===== src/rtl/io_input_cond.sv =====
// io_input_cond: synchronise, debounce and edge-detect board inputs, and derive a stretched system reset
// Ports: clk_i/rst_i clock and synchronous active-high reset; raw_i asynchronous switch/key inputs;
//   level_o debounced levels; rise_o/fall_o one-cycle debounced edge pulses; any_edge_o OR of all pulses;
//   sys_rst_o registered downstream reset (rst_i or long press of RST_CH, stretched by RST_STRETCH cycles).
module io_input_cond #(
  parameter int                NUM_CH      = 22,
  parameter int                SYNC_STAGES = 2,
  parameter int unsigned       DB_CYCLES   = 32'h500000,
  parameter logic [NUM_CH-1:0] INIT_VAL    = '0,
  parameter int                RST_CH      = 17,
  parameter int unsigned       RST_HOLD    = 32'h500000,
  parameter int unsigned       RST_STRETCH = 16
) (
  input  logic              clk_i,
  input  logic              rst_i,
  input  logic [NUM_CH-1:0] raw_i,
  output logic [NUM_CH-1:0] level_o,
  output logic [NUM_CH-1:0] rise_o,
  output logic [NUM_CH-1:0] fall_o,
  output logic              any_edge_o,
  output logic              sys_rst_o
);
  localparam int CW = $clog2(DB_CYCLES + 1);
  localparam int HW = RST_HOLD < 1 ? 1 : $clog2(RST_HOLD + 1);
  localparam int SW = RST_STRETCH < 1 ? 1 : $clog2(RST_STRETCH + 1);
  localparam logic [CW-1:0] DB_LAST  = CW'(DB_CYCLES - 1);
  localparam logic [HW-1:0] HOLD_MAX = HW'(RST_HOLD);
  localparam logic [SW-1:0] ST_INIT  = SW'(RST_STRETCH);
  logic [NUM_CH-1:0] sync [SYNC_STAGES];
  logic [CW-1:0]     cnt [NUM_CH];
  logic [NUM_CH-1:0] synced, acc;
  logic [HW-1:0]     hold;
  logic [SW-1:0]     stretch;
  logic              cause;
  assign synced = sync[SYNC_STAGES-1];
  // acc marks channels whose new level has persisted long enough to be accepted this cycle
  always_comb begin
    acc = '0;
    for (int c = 0; c < NUM_CH; c++) acc[c] = (synced[c] != level_o[c]) && (cnt[c] == DB_LAST);
  end
  always_ff @(posedge clk_i) begin
    if (rst_i) begin
      for (int k = 0; k < SYNC_STAGES; k++) sync[k] <= INIT_VAL;
      for (int c = 0; c < NUM_CH; c++) cnt[c] <= '0;
      level_o    <= INIT_VAL;
      rise_o     <= '0;
      fall_o     <= '0;
      any_edge_o <= 1'b0;
    end else begin
      sync[0] <= raw_i;
      for (int k = 1; k < SYNC_STAGES; k++) sync[k] <= sync[k-1];
      for (int c = 0; c < NUM_CH; c++) cnt[c] <= (synced[c] == level_o[c] || acc[c]) ? '0 : cnt[c] + CW'(1);
      level_o    <= (level_o & ~acc) | (synced & acc);
      rise_o     <= acc & synced;
      fall_o     <= acc & ~synced;
      any_edge_o <= |acc;
    end
  end
  // hold keeps counting through its own sys_rst_o; only rst_i or a released RST_CH clears it
  assign cause = rst_i || (hold == HOLD_MAX);
  always_ff @(posedge clk_i) begin
    hold      <= (rst_i || !level_o[RST_CH]) ? '0 : (hold == HOLD_MAX) ? hold : hold + HW'(1);
    stretch   <= cause ? ST_INIT : stretch - SW'(stretch != '0);
    sys_rst_o <= cause || (stretch != '0);
  end
endmodule

===== config.mk =====
export PLATFORM = sky130hd
export DESIGN_NAME = io_input_cond
export DESIGN_NICKNAME = d
export VERILOG_FILES = /design/src/rtl/io_input_cond.sv
export SDC_FILE = /design/constraint.sdc
export NUM_CORES = 1
export LEC_CHECK = 0
export BUFFER_PORTS_ARGS = -buffer_cell sky130_fd_sc_hd__buf_2
export CORE_MARGIN = 4
export CORE_UTILIZATION = 30
export CTS_BUF_LIST = sky130_fd_sc_hd__clkbuf_8 sky130_fd_sc_hd__clkbuf_16
export CTS_CLUSTER_DIAMETER = 50
export DETAILED_ROUTE_END_ITERATION = 7
export PLACE_DENSITY = 0.45
export SYNTH_ARGS = -nofsm -noshare
export SYNTH_HDL_FRONTEND = slang
export SYNTH_SLANG_ARGS = --single-unit

===== constraint.sdc =====
create_clock -name clk_i -period 3.2 [get_ports clk_i]
set_input_delay 0.32 -clock clk_i [delete_from_list [all_inputs] [get_ports clk_i]]
set_output_delay 0.32 -clock clk_i [all_outputs]
set_load 0.005 [all_outputs]

== Word-level counts from Yosys, hierarchy flattened ==
Memories as Yosys holds them, arrays and structs flattened.
Index checks and enable logic that the tools add are counted.
Operators by class
  bitwise logic cells: 30
  add/subtract/negate cells: 24
  equality and inequality tests: 67
  reduce and logical (&&, ||, !) cells: 50
  multiplexer cells: 49
Operators with widths (count)
  23-bit two-way mux: 44
  23-bit by 1-bit adder with 23-bit output, second input constant: 23
  23-bit equality test, second input constant: 23
  22-bit bitwise AND: 3
  22-bit two-way mux: 2
  22-bit inverter: 2
  1-bit logical OR: 25
  1-bit OR: 24
  1-bit equality test: 22
  1-bit logical AND: 22
  1-bit != test: 22
  22-bit OR: 1
  22-bit OR reduction: 1
  5-bit nonzero test: 1
  5-bit by 1-bit subtractor with 5-bit output: 1
  1-bit two-way mux: 3
  1-bit zero test: 1
Storage, ports and cells
  logic and storage cells: 229
  input bits: 24
  register bits after elaboration: 96
  output and inout bits: 68
  memory bits (writable): 550
  memories kept: 2
Memories
  cnt: words 22, bits a word 23, rd ports 22, clocked after memory_dff 0, wr ports 22, RTL line 30  | logic [CW-1:0] cnt [NUM_CH];
  sync: words 2, bits a word 22, rd ports 2, clocked after memory_dff 0, wr ports 2, RTL line 29  | logic [NUM_CH-1:0] sync [SYNC_STAGES];

== Logic depth before layout (Yosys ltp) ==
Gate-level depths: netlist (run 1).
  word-level depth: 5
  depth in mapped cells: 11
  gate-level depth less buffers: 8

== Worst setup path after synthesis (run 1) ==
OpenSTA, ideal clock, no wires.
  path kind: register -> register
  start: mem cnt[0][69] (netlist bit)
  end: mem cnt[0][75] (netlist bit)
  arrival: 2.064 ns
  setup time: 0.115 ns
  clock period less this slack: 2.179 ns
  path slack: 1.021 ns
  stages on the path, launching flop included: 10
  required time: 3.085 ns
  path through: dfxtp_1 -> ha_1 -> nand4_4 -> nor4_4 -> nand2_1 -> or4b_1 -> buf_6 -> nand2_8 -> buf_12 -> nor2_2
RTL lines (RTL line)
  start: declaration: 30

==> flow_summary.ini, run 1 <==
[grt]
grt_usage_pct = 11.4
grt_overflow_total = 0
grt_max_degree = 55
grtUsageMet2_pct = 18.6
grt_use_met1_pct = 15.0
grt_pass1_vias = 19300
grt_antenna_before_repair = 0
grt.busiest_layer = met2
grtUsageMet3_pct = 2.51
grt_pass1_wl_um = 91900

[timing]
holdWs_ns = 0.431
final_max_slew_viol_count = 0
min_period_ns = 2.64
fmax_mhz = 378
setup_violations = 0
skew_ns = 0.0282
tns_ns = 0
grt_setup_unrepaired = no
timing.final.crit_share_pct = 82.6
hold_viol = 0
layout_setup_ws_ns = 0.556
maxSlewHeadroom_pct = 20.1
worstMarginPinSlew_ns = 1.19

[power_and_ir_drop]
p_per_area_nw_per_um2 = 602
finalPower_mw = 19.0
ir_worst_vdd_uv = 677
leakagePower_nw = 10.8

[floorplan]
dieWidth_um = 305
start_util_pct = 30.4
die_h_um = 305
rows = 108
die_area_um2 = 92900
num_io_pins = 92
core_um2 = 87000

[detailed_routing]
drtIter0Drc = 922
first_pass_iters = 5
vias_per_cell = 4.52
vias = 19400
ant_nets = 0
drt_wl_total_um = 53200
wire_per_inst_um = 12.4
drc = 0

[place]
placed_area_um2 = 28100
gp_congestion = 0.744
placement.io_buffers = 91
dp_slack_ns = 0.516
dp_hpwl_um = 36400

[clocking]
ctsLongestPathBuffers = 3
cts-root-buf = clkbuf_16
numCtsBuffers = 90
cts_num_sinks = 646
clkLatencyLatePin_ns = 0.63
cts_tree = yes
cts_max_level = 3
clk_pin_slew_ns = 0.05

[logic_synthesis]
synth_area_um2 = 26400
synth_seq_cells = 646
async_flop_share_pct = 0
yosysWarnings = 0
syn_inst = 2907
synth_nets = 2957
yosysSeqAreaShare_pct = 48.9
syn_area_per_cell_um2 = 9.09
synth-edff-count = 0
synth_cell_types = 56
synth_flop_cell = dfxtp_1

[critical_path]
worst_setup_path_end_kind = register
critPathRequiredTime_ns = 3.69
critPathLaunchType = register
crit_arrival_ns = 3.13
crit_fanout = 21
critical_path_class = reg2reg

[job]
cap_violations = 0

[final_layout]
multi_input_area_um2 = 12900
syn2layout_area_growth_pct = 19.4
nets = 3103
drive_above_1_share_pct = 10.1
nFillCells = 8811
final-seq-area_um2 = 12900
fin_area_um2 = 31600

[hold_path]
hold_class = reg2reg

[outcome]
outcome = completed
worst max-delay path: stages, from the launching register on:
cell     delay, ns
dfxtp_1       0.37
ha_1          0.25
nand4_2       0.18
nor4_4        0.47
nand2_1       0.14
or3_1         0.42
nand2_1       0.55
nor2_1        0.12
power by group:
part           internal, mW  leakage, nW  switching [mW]
sequential             8.11         5.21          0.0455
combinational         0.122         3.93           0.164
clock                  6.75         1.62            3.81
total                  15.0         10.8            4.02
registers in the layout, summed over array words and instances (netlist names), named ones only:
| register | flops |
|---|---|
| any_edge_o | 1 |
| cnt | 506 |
| fall_o | 22 |
| hold | 23 |
| rise_o | 22 |
| stretch | 5 |
| sync | 44 |
| sys_rst_o | 1 |
timing repair:
item | 4_1_cts | 5_1_grt
hold buffers | 23 | 0
hold endpoints to repair | 23 | 0
resized for setup | 0 | 0
buffers inserted | 0 | 0
metal layers:
layer / vias up / routed length (um)
met3: 96 / 2060
li1: 10000 / -
met2: 242 / 24100
met1: 9025 / 25600
met5: - / 0
met4: 0 / 1400
worst paths after layout:
kind	end	depth (start not counted)	from	slack, ns
worst max register to register	cnt[3][88]	7	cnt[3][69]	0.56
worst max-delay path	cnt[3][88]	7	cnt[3][69]	0.56
worst min register to register	sync[0][28]	1	sync[0][6]	0.43
worst min-delay path	sync[0][28]	1	sync[0][6]	0.43
layout by cell type (no fill, tap or decap), types with 11 or more instances in the layout:
cell             n
ha_1            26
or3_1           21
nor4_1          15
buf_2           90
nor2b_1         51
nor3b_1         16
nand4_1        117
and3_1          83
xor2_1         285
inv_1           60
dfxtp_1        646
a21oi_1         11
clkinv_2        11
clkbuf_16       92
nor2_1         646
and4_1          47
dlygate4sd3_1   23
buf_4           17
nor3_1          40
nor2_2          20
mux2i_1         22
nand2_1        205
xnor2_1        215
bufinv_16       17
and2_1          15
nor4b_1         43
nand3_1        186
cells in the mapped netlist, types with 2 or more instances:
cell      count  share of area [%]
nor2_2       20               0.47
buf_12        2               0.15
nor4_4        4               0.32
or4_1         5               0.14
nand3_1     186                3.5
nor3_1       40               0.76
o21ai_0       8               0.15
nor4_2        5               0.24
ha_1         26                1.2
xnor2_1     215                7.1
and4_1       47                1.6
buf_1         3              0.043
nand4_2       5               0.24
nor3_2        3               0.11
and4b_1       3               0.11
and3_1       83                2.0
nand4_1     117                2.8
or3_1        21               0.50
nor2_1      646                9.2
o41ai_1       2              0.066
a21oi_1      11               0.21
and3b_1       3              0.099
nor4_1       15               0.36
nor4b_2       2               0.11
buf_4        10               0.28
and2_1       15               0.36
clkbuf_1     36               0.51
dfxtp_1     646                 49
nand2_1     205                2.9
xor2_1      285                9.4
nor4b_1      43                1.4
nor2b_1      51                1.2
nor3b_1      16               0.45
inv_1        48               0.68
buf_2        26               0.49
or2_2         9               0.21
a32o_1        2              0.076
mux2i_1      22               0.83
nand2b_1      4              0.095
logic make-up (layout without fill, tap and decap cells):
family / after synthesis / in the layout / share of synthesized area (%)
simple gates: 1557 / 1557 / 29.5
mux: 22 / 22 / 0.833
flops: 646 / 646 / 48.9
xor+xnor: 500 / 500 / 16.6
buf+inv: 126 / 345 / 2.21
other cells: 0 / 1 / 0
compound gates: 30 / 30 / 0.743
fa+ha+maj: 26 / 26 / 1.23
metrics by stage:
stage | util [%] | cells
2_1_floorplan | - | 2907
3_3_place_gp | 32.3 | 4093
3_5_place_dp | 32.3 | 4093
4_1_cts | 36.3 | 4281
5_1_grt | 36.3 | 4281
6_report | 36.3 | 4282
cell type report:
class,count,area share (%)
clock inverter,69,2.83
sequential,646,41.0
timing repair buffer,132,2.66
clock buffer,96,7.47
antenna,1,0.00793
tap,1155,4.58
multi-input combinational,2135,40.9
inverter,48,0.571
(Power assumes the default switching activity.)
==> inputs of run 2 (changes only) <==
--- a/config.mk
+++ b/config.mk
@@ -11,7 +11,7 @@
 export CTS_BUF_LIST = sky130_fd_sc_hd__clkbuf_8 sky130_fd_sc_hd__clkbuf_16
 export CTS_CLUSTER_DIAMETER = 50
 export DETAILED_ROUTE_END_ITERATION = 7
-export PLACE_DENSITY = 0.45
+export PLACE_DENSITY = 0.47
 export SYNTH_ARGS = -nofsm -noshare
 export SYNTH_HDL_FRONTEND = slang
 export SYNTH_SLANG_ARGS = --single-unit
==> constraint.sdc (replaced) <==
create_clock -name clk_i -period 2.25 [get_ports clk_i]
set_input_delay 0.225 -clock clk_i [delete_from_list [all_inputs] [get_ports clk_i]]
set_output_delay 0.225 -clock clk_i [all_outputs]
set_load 0.005 [all_outputs]
==> flow_summary.ini, run 2 (same netlist as run 1, synthesis figures left out) <==
[floorplan]
core_um2 = 87000
num_io_pins = 92
start_util_pct = 30.4
die_h_um = 305
rows = 108
dieWidth_um = 305
die_area_um2 = 92900

[critical_path]
crit_fanout = 4
r2r-start = cnt[0][46]
critPathRequiredTime_ns = 2.78
startpoint = cnt[0][46]
max_stage_delay_ns = 0.59
worst_setup_path_end_kind = register
crit_chain = ha_1 -> and4_1 -> nand4_1 -> or4_1 -> buf_4 -> nor4b_1
crit_slowest_cell = or4_1
critPathLaunchType = register
crit_arrival_ns = 2.66
critical_path_class = reg2reg

[hold_path]
min_from = raw_i[16]
hold_class = in2reg

[clocking]
cts_num_sinks = 646
cts_max_level = 3
cts_tree = yes
clkLatencyLatePin_ns = 0.64
numCtsBuffers = 97
cts-root-buf = clkbuf_16
ctsLongestPathBuffers = 3
clk_pin_slew_ns = 0.05
post_cts_buffers = 0

[place]
dp_slack_ns = -0.360
dp_hpwl_um = 33800
placed_area_um2 = 28900
dp_cells = 4181
placement.io_buffers = 91
gp_congestion = 0.714

[grt]
grt_pass1_vias = 18500
grt_max_degree = 48
grt_usage_pct = 11.0
grt_overflow_total = 0
grt_antenna_before_repair = 0
grt_pass1_wl_um = 88600

[final_layout]
nFillCells = 8872
mostFrequentLayoutCells = nor2_1, dfxtp_1, xor2_1
fin_area_um2 = 32600
max_flop_register = cnt
nets = 3200
fin_util_pct = 37.5
final_cells = 4386
antenna_cells = 0
syn2layout_area_growth_pct = 23.5
drive_above_1_share_pct = 13.3
largest_registers = cnt (506), sync (44), hold (23)
largest_reg_flops = 506

[detailed_routing]
drtIter0Drc = 734
wire_per_inst_um = 11.7
ant_nets = 0
vias = 19200
first_pass_iters = 5
vias_per_cell = 4.38
drt_wl_total_um = 51300
drc = 0

[power_and_ir_drop]
p_per_area_nw_per_um2 = 844
ir_worst_vdd_uv = 617
finalPower_mw = 27.5
leakagePower_nw = 11.4

[timing]
worstMarginPinSlew_ns = 0.613
fmax_mhz = 468
timing.final.crit_share_pct = 94.9
holdWs_ns = 0.331
layout_setup_ws_ns = 0.114
setup_violations = 0
tns_ns = 0
maxSlewHeadroom_pct = 58.8
min_period_ns = 2.14
skew_ns = 0.0261
final_max_slew_viol_count = 0
hold_viol = 0

[job]
cap_violations = 0

[outcome]
outcome = completed
[run 2: metal layers]
metal	share of wire, %	vias to the layer above	wire length (um)	global-route usage (%)
li1	-	10200	-	-
met1	51	8675	26200	15.1
met4	2.8	0	1430	4.12
met3	3.6	94	1860	2.44
met5	0	-	0	0
met2	42	209	21800	17.0
[run 2: path summary, 6_finish.rpt]
| kind | to | slack, ns | depth (start not counted) |
|---|---|---|---|
| min reg2reg | sync[0][28] | 0.43 | 1 |
| min | sync[0][16] | 0.33 | 3 |
| max | fall_o[2] | 0.11 | 6 |
| max reg2reg | fall_o[2] | 0.11 | 6 |
[run 2: report_power, final]
part | internal, mW | switching, mW | total [mW]
clock network | 9.91 | 5.57 | 15.5
logic | 0.207 | 0.240 | 0.447
registers | 11.5 | 0.0619 | 11.6
[run 2: what timing repair did]
action	CTS	global route
setup endpoints to repair	2	122
endpoints found under the hold margin	35	0
gates cloned	0	1
gates resized for setup	3	11
pin swaps	1	3
hold buffers	24	0
[run 2: worst max-delay path: cells and delay by family (launching register included)]
kind | cells | cell delay [ns]
flops | 1 | 0.35
simple gates | 4 | 1.32
fa+ha+maj | 1 | 0.21
buf+inv | 1 | 0.17
[run 2: layout make-up]
type	count	area (um2)	share of cell area [%]
flip-flops and latches	646	12900	39.6
repair buffers	221	1660	5.10
multi-input cells	2136	13000	39.8
well taps	1155	1450	4.43
clock inverters	66	746	2.29
clock buffers	114	2670	8.19
inverters	48	180	0.552
